`src/rtl/cpu_pkg.sv`:
```
// Shared pipeline definitions: ALU-control function codes and divider FSM states.
// DIV decode in the stall helper is present only when DIVIDER_SIGNED_EN is defined.
package cpu_pkg;

  localparam logic [5:0] MFHI = 6'd16;
  localparam logic [5:0] MFLO = 6'd18;
  localparam logic [5:0] DIV  = 6'd26;
  localparam logic [5:0] DIVU = 6'd27;

  typedef enum logic [0:0] {
    IDLE = 1'b0,
    RUN  = 1'b1
  } div_state_e;

  // Function codes that must wait for an in-flight division to finish.
  function automatic logic holds_on_busy(input logic [5:0] f);
`ifdef DIVIDER_SIGNED_EN
    return (f == DIVU) || (f == DIV) || (f == MFHI) || (f == MFLO);
`else
    return (f == DIVU) || (f == MFHI) || (f == MFLO);
`endif
  endfunction

endpackage

```
`src/rtl/divider_core.sv`:
```
// Unsigned restoring shift-subtract divider, one quotient bit per cycle.
// quotient/remainder carry the step result and are valid while last is high.
module divider_core
  import cpu_pkg::*;
#(
  parameter int WIDTH = 32
) (
  input  logic             clk,
  input  logic             rst_n,
  input  logic             start,
  input  logic [WIDTH-1:0] dividend,
  input  logic [WIDTH-1:0] divisor,
  output logic             busy,
  output logic             last,
  output logic [WIDTH-1:0] quotient,
  output logic [WIDTH-1:0] remainder
);

  localparam int CW = $clog2(WIDTH + 1);

  div_state_e       r_state;
  logic [WIDTH-1:0] r_q;
  logic [WIDTH-1:0] r_r;
  logic [WIDTH-1:0] r_d;
  logic [CW-1:0]    r_cnt;

  logic [WIDTH:0]   w_sh;
  logic [WIDTH+1:0] w_diff;
  logic             w_ge;
  logic [WIDTH-1:0] w_r_nxt;
  logic [WIDTH-1:0] w_q_nxt;

  // Shifted remainder is WIDTH+1 bits; the extra borrow bit decides the restore.
  assign w_sh    = {r_r, r_q[WIDTH-1]};
  assign w_diff  = {1'b0, w_sh} - {2'b00, r_d};
  assign w_ge    = ~w_diff[WIDTH+1];
  assign w_r_nxt = WIDTH'(w_ge ? w_diff[WIDTH:0] : w_sh);
  assign w_q_nxt = {r_q[WIDTH-2:0], w_ge};

  assign busy      = (r_state == RUN);
  assign last      = (r_state == RUN) && (r_cnt == CW'(WIDTH - 1));
  assign quotient  = w_q_nxt;
  assign remainder = w_r_nxt;

  always_ff @(posedge clk) begin
    if (!rst_n) begin
      r_state <= IDLE;
      r_q     <= '0;
      r_r     <= '0;
      r_d     <= '0;
      r_cnt   <= '0;
    end else begin
      case (r_state)
        IDLE: begin
          if (start) begin
            r_q     <= dividend;
            r_d     <= divisor;
            r_r     <= '0;
            r_cnt   <= '0;
            r_state <= RUN;
          end
        end
        RUN: begin
          r_r   <= w_r_nxt;
          r_q   <= w_q_nxt;
          r_cnt <= r_cnt + 1'b1;
          if (last) r_state <= IDLE;
        end
        default: r_state <= IDLE;
      endcase
    end
  end

endmodule

```
`src/rtl/divider_hilo.sv`:
```
// Execute-stage divide unit: DIVU start decode, HI/LO writeback, MFHI/MFLO reads, stall.
// Defining DIVIDER_SIGNED_EN adds signed DIV on the same unsigned core.
module divider_hilo
  import cpu_pkg::*;
#(
  parameter int WIDTH = 32
) (
  input  logic             clk,
  input  logic             rst_n,
  input  logic [5:0]       funct,
  input  logic [WIDTH-1:0] dataA,
  input  logic [WIDTH-1:0] dataB,
  output logic [WIDTH-1:0] result,
  output logic             busy,
  output logic             stall,
  output logic             done,
  output logic             dbz
);

  logic [5:0]       r_prev_funct;
  logic [WIDTH-1:0] r_hi;
  logic [WIDTH-1:0] r_lo;
  logic             r_done;
  logic             r_dbz;
  logic             r_zero_div;

  logic             w_busy;
  logic             w_last;
  logic             w_start;
  logic [WIDTH-1:0] w_opa;
  logic [WIDTH-1:0] w_opb;
  logic [WIDTH-1:0] w_quo;
  logic [WIDTH-1:0] w_rem;
  logic [WIDTH-1:0] w_lo_wb;
  logic [WIDTH-1:0] w_hi_wb;

  // Edge detect: a DIVU held across the whole operation starts only once.
  logic w_start_u;
  assign w_start_u = (funct == DIVU) && (r_prev_funct != DIVU) && !w_busy;

`ifdef DIVIDER_SIGNED_EN
  logic w_start_s;
  logic w_a_neg;
  logic w_b_neg;
  logic r_neg_q;
  logic r_neg_r;

  assign w_start_s = (funct == DIV) && (r_prev_funct != DIV) && !w_busy;
  assign w_start   = w_start_u | w_start_s;
  assign w_a_neg   = w_start_s & dataA[WIDTH-1];
  assign w_b_neg   = w_start_s & dataB[WIDTH-1];
  assign w_opa     = w_a_neg ? -dataA : dataA;
  assign w_opb     = w_b_neg ? -dataB : dataB;
  assign w_lo_wb   = r_neg_q ? -w_quo : w_quo;
  assign w_hi_wb   = r_neg_r ? -w_rem : w_rem;

  // Divide by zero keeps LO all-ones, so quotient sign fix is suppressed.
  always_ff @(posedge clk) begin
    if (!rst_n) begin
      r_neg_q <= 1'b0;
      r_neg_r <= 1'b0;
    end else if (w_start) begin
      r_neg_q <= (w_a_neg ^ w_b_neg) && (dataB != '0);
      r_neg_r <= w_a_neg;
    end
  end
`else
  assign w_start = w_start_u;
  assign w_opa   = dataA;
  assign w_opb   = dataB;
  assign w_lo_wb = w_quo;
  assign w_hi_wb = w_rem;
`endif

  divider_core #(.WIDTH(WIDTH)) u_core (
    .clk       (clk),
    .rst_n     (rst_n),
    .start     (w_start),
    .dividend  (w_opa),
    .divisor   (w_opb),
    .busy      (w_busy),
    .last      (w_last),
    .quotient  (w_quo),
    .remainder (w_rem)
  );

  always_ff @(posedge clk) begin
    if (!rst_n) begin
      r_prev_funct <= '0;
      r_hi         <= '0;
      r_lo         <= '0;
      r_done       <= 1'b0;
      r_dbz        <= 1'b0;
      r_zero_div   <= 1'b0;
    end else begin
      r_prev_funct <= funct;
      r_done       <= w_last;
      if (w_start) begin
        r_dbz      <= 1'b0;
        r_zero_div <= (dataB == '0);
      end
      if (w_last) begin
        r_hi  <= w_hi_wb;
        r_lo  <= w_lo_wb;
        r_dbz <= r_zero_div;
      end
    end
  end

  always_comb begin
    result = '0;
    if (funct == MFHI)      result = r_hi;
    else if (funct == MFLO) result = r_lo;
  end

  assign busy  = w_busy;
  assign stall = w_busy && holds_on_busy(funct);
  assign done  = r_done;
  assign dbz   = r_dbz;

endmodule

```
`config.mk`:
```
export PLATFORM = sky130hd
export DESIGN_NAME = divider_hilo
export DESIGN_NICKNAME = d
export VERILOG_FILES = /design/src/rtl/cpu_pkg.sv /design/src/rtl/divider_core.sv /design/src/rtl/divider_hilo.sv
export SDC_FILE = /design/constraint.sdc
export NUM_CORES = 1
export LEC_CHECK = 0
export CORE_MARGIN = 2
export CORE_UTILIZATION = 52
export DETAILED_ROUTE_END_ITERATION = 7
export GPL_ROUTABILITY_DRIVEN = 0
export PLACE_DENSITY = 0.78
export REMOVE_ABC_BUFFERS = 1
export SLEW_MARGIN = 5
export SYNTH_ARGS = -nofsm -noshare
export SYNTH_HDL_FRONTEND = slang
export SYNTH_HIERARCHICAL = 1
export SYNTH_SLANG_ARGS = --single-unit
```
`constraint.sdc`:
```
create_clock -name clk -period 3 [get_ports clk]
set_input_delay 0.6 -clock clk [delete_from_list [all_inputs] [get_ports clk]]
set_output_delay 0.6 -clock clk [all_outputs]
set_load 0.01 [all_outputs]
```
* Yosys cells after proc, flatten, opt, wreduce, memory -nomap -nowiden
Cells that the tools add are included.
Cells by class: $add $sub $neg 2, equal/unequal tests 6, muxes and demuxes 14, bitwise operators 2, reductions and logical operators 10
Operator list (number):
- 32-bit 2-to-1 mux | 5
- 32-bit case mux with 2 select lines | 2
- 33-bit by 32-bit subtractor with 34-bit output | 1
- 32-bit zero test | 1
- 6-bit by 5-bit equality test with 1-bit output (second input constant) | 4
- 6-bit case mux with 2 select lines | 1
- 6-bit by 1-bit adder with 6-bit output (second input constant) | 1
- 6-bit 2-to-1 mux | 1
- 6-bit by 5-bit inequality test with 1-bit output (second input constant) | 1
- 1-bit logical AND | 4
- 1-bit 2-to-1 mux | 4
- 1-bit logical OR | 2
- 2-bit by 1-bit inequality test with 1-bit output (second input constant) | 1
- 1-bit inverter | 2
- 1-bit case mux with 2 select lines | 1
- 2-bit AND reduction | 1
- 2-bit nonzero test | 1
- 1-bit zero test | 1
Storage, ports and cells: bits in registers 176, input port bits 72, output and inout port bits 36, word-level logic and storage cells 45

* Depth between registers and ports, before layout
word-level depth 5, depth in mapped cells 16, mapped depth without buffers 15

* By module
Netlist, hierarchy kept.
By module, submodules not included:
- divider_core | times used 1, cells an instance 775, area each 6358.6 µm², sequential area each 2062.0 µm²
- divider_hilo | times used 1, cells an instance 322, area each 3260.6 µm², sequential area each 1461.4 µm²

* Least setup slack after synthesis
Ideal clock, no wire load.
path kind register to register, from reg u_core.r_q[31], to reg r_hi[30], setup time 0.116 ns, arrival time 2.772 ns, data required time 2.884 ns, setup slack 0.112 ns, cell stages (with the launch flop) 16, path buffers 0, clock period less this slack 2.888 ns, cells stage by stage dfxtp_1 -> inv_1 -> ha_1 -> inv_1 -> fa_1 -> a21oi_1 -> o21ai_1 -> a211o_1 -> a31o_2 -> a2111oi_2 -> a211oi_1 -> a31o_1 -> xnor2_1 -> o21ai_1 -> mux2i_1 -> nor2b_1
On the way: longest elaborated chain between the ends 2
RTL lines:
- start: declaration | line divider_core.sv:22 | logic [WIDTH-1:0] r_q;
- start signal: assignment | line divider_core.sv:56 | r_q <= dividend;
- start signal: assignment | line divider_core.sv:65 | r_q <= w_q_nxt;
- 33-bit by 32-bit subtractor with 34-bit output | line divider_core.sv:35 | assign w_diff = {1'b0, w_sh} - {2'b00, r_d};
- 32-bit 2-to-1 mux | line divider_core.sv:37 | assign w_r_nxt = WIDTH'(w_ge ? w_diff[WIDTH:0] : w_sh);
- net w_hi_wb[30] | line divider_hilo.sv:35 | logic [WIDTH-1:0] w_hi_wb;
- end signal: assignment | line divider_hilo.sv:103 | r_hi <= w_hi_wb;
- end: declaration | line divider_hilo.sv:21 | logic [WIDTH-1:0] r_hi;
The timed path passes the listed nets, and every way through them passes these cells. A chain may end at the register's enable or synchronous reset.

* Worst setup path in the final report
Same ends and word-level chain as after synthesis.

==> flow_metrics.tcl <==
set metrics [dict create \
    yosysTopAreaCellShare_pct 36.6 \
    synthCells 1097 \
    crit_path_end_kind "flip-flop" \
    path_clk_slew_ps 70 \
    ant_nets 0 \
    diodes 0 \
    track_usage_pct 22.8 \
    cts_hold_buffers 0 \
    drt-total-wl_microns 22200 \
    grt_pass1_wl_microns 36300 \
    worstPathRequired_ps 3320 \
    synth-simple-area-share_pct 18.1 \
    cp_top_family "compound AO/OA/AOI/OAI gates" \
    drive_above_1_share_pct 11.4 \
    synth_compound_area_share_pct 16.1 \
    hold_path.class "reg -> reg" \
    synth_area_leaders "dfxtp_1, mux2i_1, nand2_1" \
    wl_per_cell_microns 15.7 \
    worst_pin_slew_ps 801 \
    start_util_pct 53.2 \
    io_buffers 107 \
    skew_ps 10.5 \
    rrSetupSlack_ps -60 \
    reg2regPathDepth 15 \
    cts.sinks 176 \
    p_leak_nw 4.32 \
    fmaxAchievable_mhz 327 \
    synth_cell_types 68 \
    rsz0062_at_grt "yes" \
    total_power_w 0.00566 \
    setup_viol 1 \
    reg2reg_from "u_core/r_q[31]" \
    grt_max_degree 103 \
    dieHeight_microns 140 \
    grt_pass1_vias 7284 \
    nNetsFinal 1277 \
    synthAdderAreaFrac_pct 4.50 \
    crit_path_start "u_core/r_q[31]" \
    fin_crit_sh_pct 102 \
    path_buf_inv 2 \
    drtIter0Drc 495 \
    timing.rr.end "r_hi[30]" \
    drc 12 \
    worstSetupPathType "reg -> reg" \
    maxSlewViolCount 0 \
    num-fill-cells 1513 \
    path_depth 15 \
    rows 49 \
    synthToLayoutAreaGrowth_pct 20.2 \
    ir_drop_mv 0.454 \
    synth_edf_count 0 \
    status "complete, but fails checks" \
    crit_path_cell_trace "inv_2, ha_4, inv_2, fa_2, a21oi_2, o21ai_2, a211o_1, a31o_4, a2111oi_4, a211oi_2, a31o_1, xnor2_1, o21ai_1, mux2i_1, nor2b_1" \
    h-tree-depth 4 \
    grt.overflow.total 0 \
    clockBufferDepth 2 \
    cts-root-buf "clkbuf_16" \
    cp-endpoint "r_hi[30]" \
    synth_flop_cell "dfxtp_1" \
    ys_warn_count 6 \
    fin_util_pct 63.9 \
    post-route-min-period_ps 3060 \
    drv_cap 0 \
    worst_setup_path_start_kind "flip-flop" \
    whs_ps 465 \
    avgSynthCellArea_sq_um 8.77 \
    async_flop_share_pct 0 \
    dr_total_vias 7669 \
    die_w_microns 140 \
    antenna_found_initial 0 \
    hold_viol 0 \
    cts_buffers 17 \
    timing.final.ws_setup_ps -61.5 \
    p_per_area_nw_per_um2 489 \
    synth_seq_area_share_pct 36.6 \
    slowest_delay_ps 370 \
    yosys.area.top_type "dfxtp_1" \
    firstDrtPassIters 8 \
    critPathMaxFanout 4 \
    synth-xor-area-share_pct 2.64 \
    synth_top_family_by_area "simple AND/OR/NAND/NOR gates" \
    dieArea_sq_um 19600 \
    pin_count 108 \
    coreArea_sq_um 18100 \
    slew_headroom_pct 46.6 \
    cts_tree "done" \
    clkLatencyLatePin_ps 440 \
    ys_seq_elements 176 \
    setup_tns_ps -61.5 \
    crit_top_cell "inv_2" \
    violations "design-rule violations, negative setup slack" \
    slowest_stage "fa_2" \
    synth_mux_area_share_pct 14.6 \
    via_per_inst 5.43 \
    critPathArrivalTime_ps 3380 \
    dp_hpwl_microns 15700 \
    syn_area_sq_um 9620 \
]
-- synth_stat cells (5+ instances only) --
cell type / n
a21oi_2: 15
and2_1: 43
ha_1: 33
nand3_1: 9
mux2i_1: 131
a21boi_0: 35
nand2_1: 132
o21ai_0: 47
buf_2: 12
inv_1: 42
nor2b_1: 68
xnor2_1: 18
nor4_1: 5
nand4_1: 9
xor2_1: 11
a21oi_1: 38
nor2_1: 67
o21ai_1: 7
buf_4: 33
dfxtp_1: 176
a21o_1: 13
clkbuf_1: 49
a22o_1: 28
-- area by class of cell --
cell class	instances	area, sq um	area share, %
multi-input combinational	777	5460	47.2
sequential	176	3530	30.5
timing repair buffer	156	1500	13.0
clock buffer	17	425	3.68
tap	229	287	2.48
clock inverter	15	196	1.70
inverter	43	174	1.50
-- cell families (layout without fill, tap and decap cells) --
group	Yosys count	count (layout)
AO/OA/AOI/OAI	221	221
XOR/XNOR	29	29
adder cells (fa/ha/maj)	34	34
buffers and inverters	144	231
flip-flops	176	176
multiplexers	138	138
AND/OR/NAND/NOR	355	355
-- tightest hold or removal path: stages, from the launching register on --
cell      delay, ps
dfxtp_1         310
nand2_1          40
a21boi_0         60
-- registers in the layout (all words and copies together) (netlist names) --
signal / count
r_prev_funct: 6
r_zero_div: 1
u_core/r_cnt: 6
u_core/r_d: 32
u_core/r_q: 32
r_hi: 32
u_core/busy: 1
done: 1
dbz: 1
r_lo: 32
u_core/r_r: 32
-- report_power, final --
group	switching (W)	internal, W	leakage, nW
Combinational	0.000504	0.000461	2.60
Sequential	0.00000888	0.00235	1.42
Clock	0.000993	0.00134	0.301
Total	0.00151	0.00415	4.32
-- worst min-delay path by stage --
| stage | slack, ps | end | from | depth (start not counted) |
|---|---|---|---|---|
| after floorplan | 440 | u_core/r_cnt[4] | u_core/r_cnt[4] | 1 |
| after global placement | 450 | u_core/r_d[9] | u_core/r_d[9] | 2 |
| after detailed placement | 460 | u_core/r_d[25] | u_core/r_d[25] | 2 |
| after CTS | 470 | u_core/r_d[25] | u_core/r_d[25] | 2 |
| after global routing | 490 | u_core/r_d[7] | u_core/r_d[7] | 2 |
| final | 470 | u_core/r_d[28] | u_core/r_d[28] | 2 |
-- routing by layer --
layer  vias to the layer above  part of all wire, %  track usage (%)
met3                        23                  3.3             4.38
met1                      3626                   47             29.5
met2                       142                   48             39.4
li1                       3878                    -                -
met4                         0                  1.2             5.58
met5                         -                    0                0
-- cell usage in the layout (no fill, tap or decap), drive strengths merged, types with 50 or more instances in the layout --
cell and count:
nor2 67, nor2b 69, nand2 132, inv 50
o21ai 55, clkdlybuf4s50 103, a21oi 53, dfxtp 176
mux2i 131, buf 51
-- stage by stage --
| stage | cells | worst slack (ps) | cell area [sq um] |
|---|---|---|---|
| final | 1413 | -61.5 | 11600 |
| after global routing | 1413 | -219 | 11600 |
| after CTS | 1402 | 8.53 | 11400 |
| after detailed placement | 1370 | -118 | 10800 |
| after global placement | 1370 | -39.6 | 10800 |
| after floorplan | 996 | -1520 | 9060 |
-- what timing repair did --
action,4_1_cts,5_1_grt
pin swaps,1,22
setup buffers,0,11
gates resized for setup,6,20
setup endpoints to repair,9,83
Power figures use the tool's default switching activity.
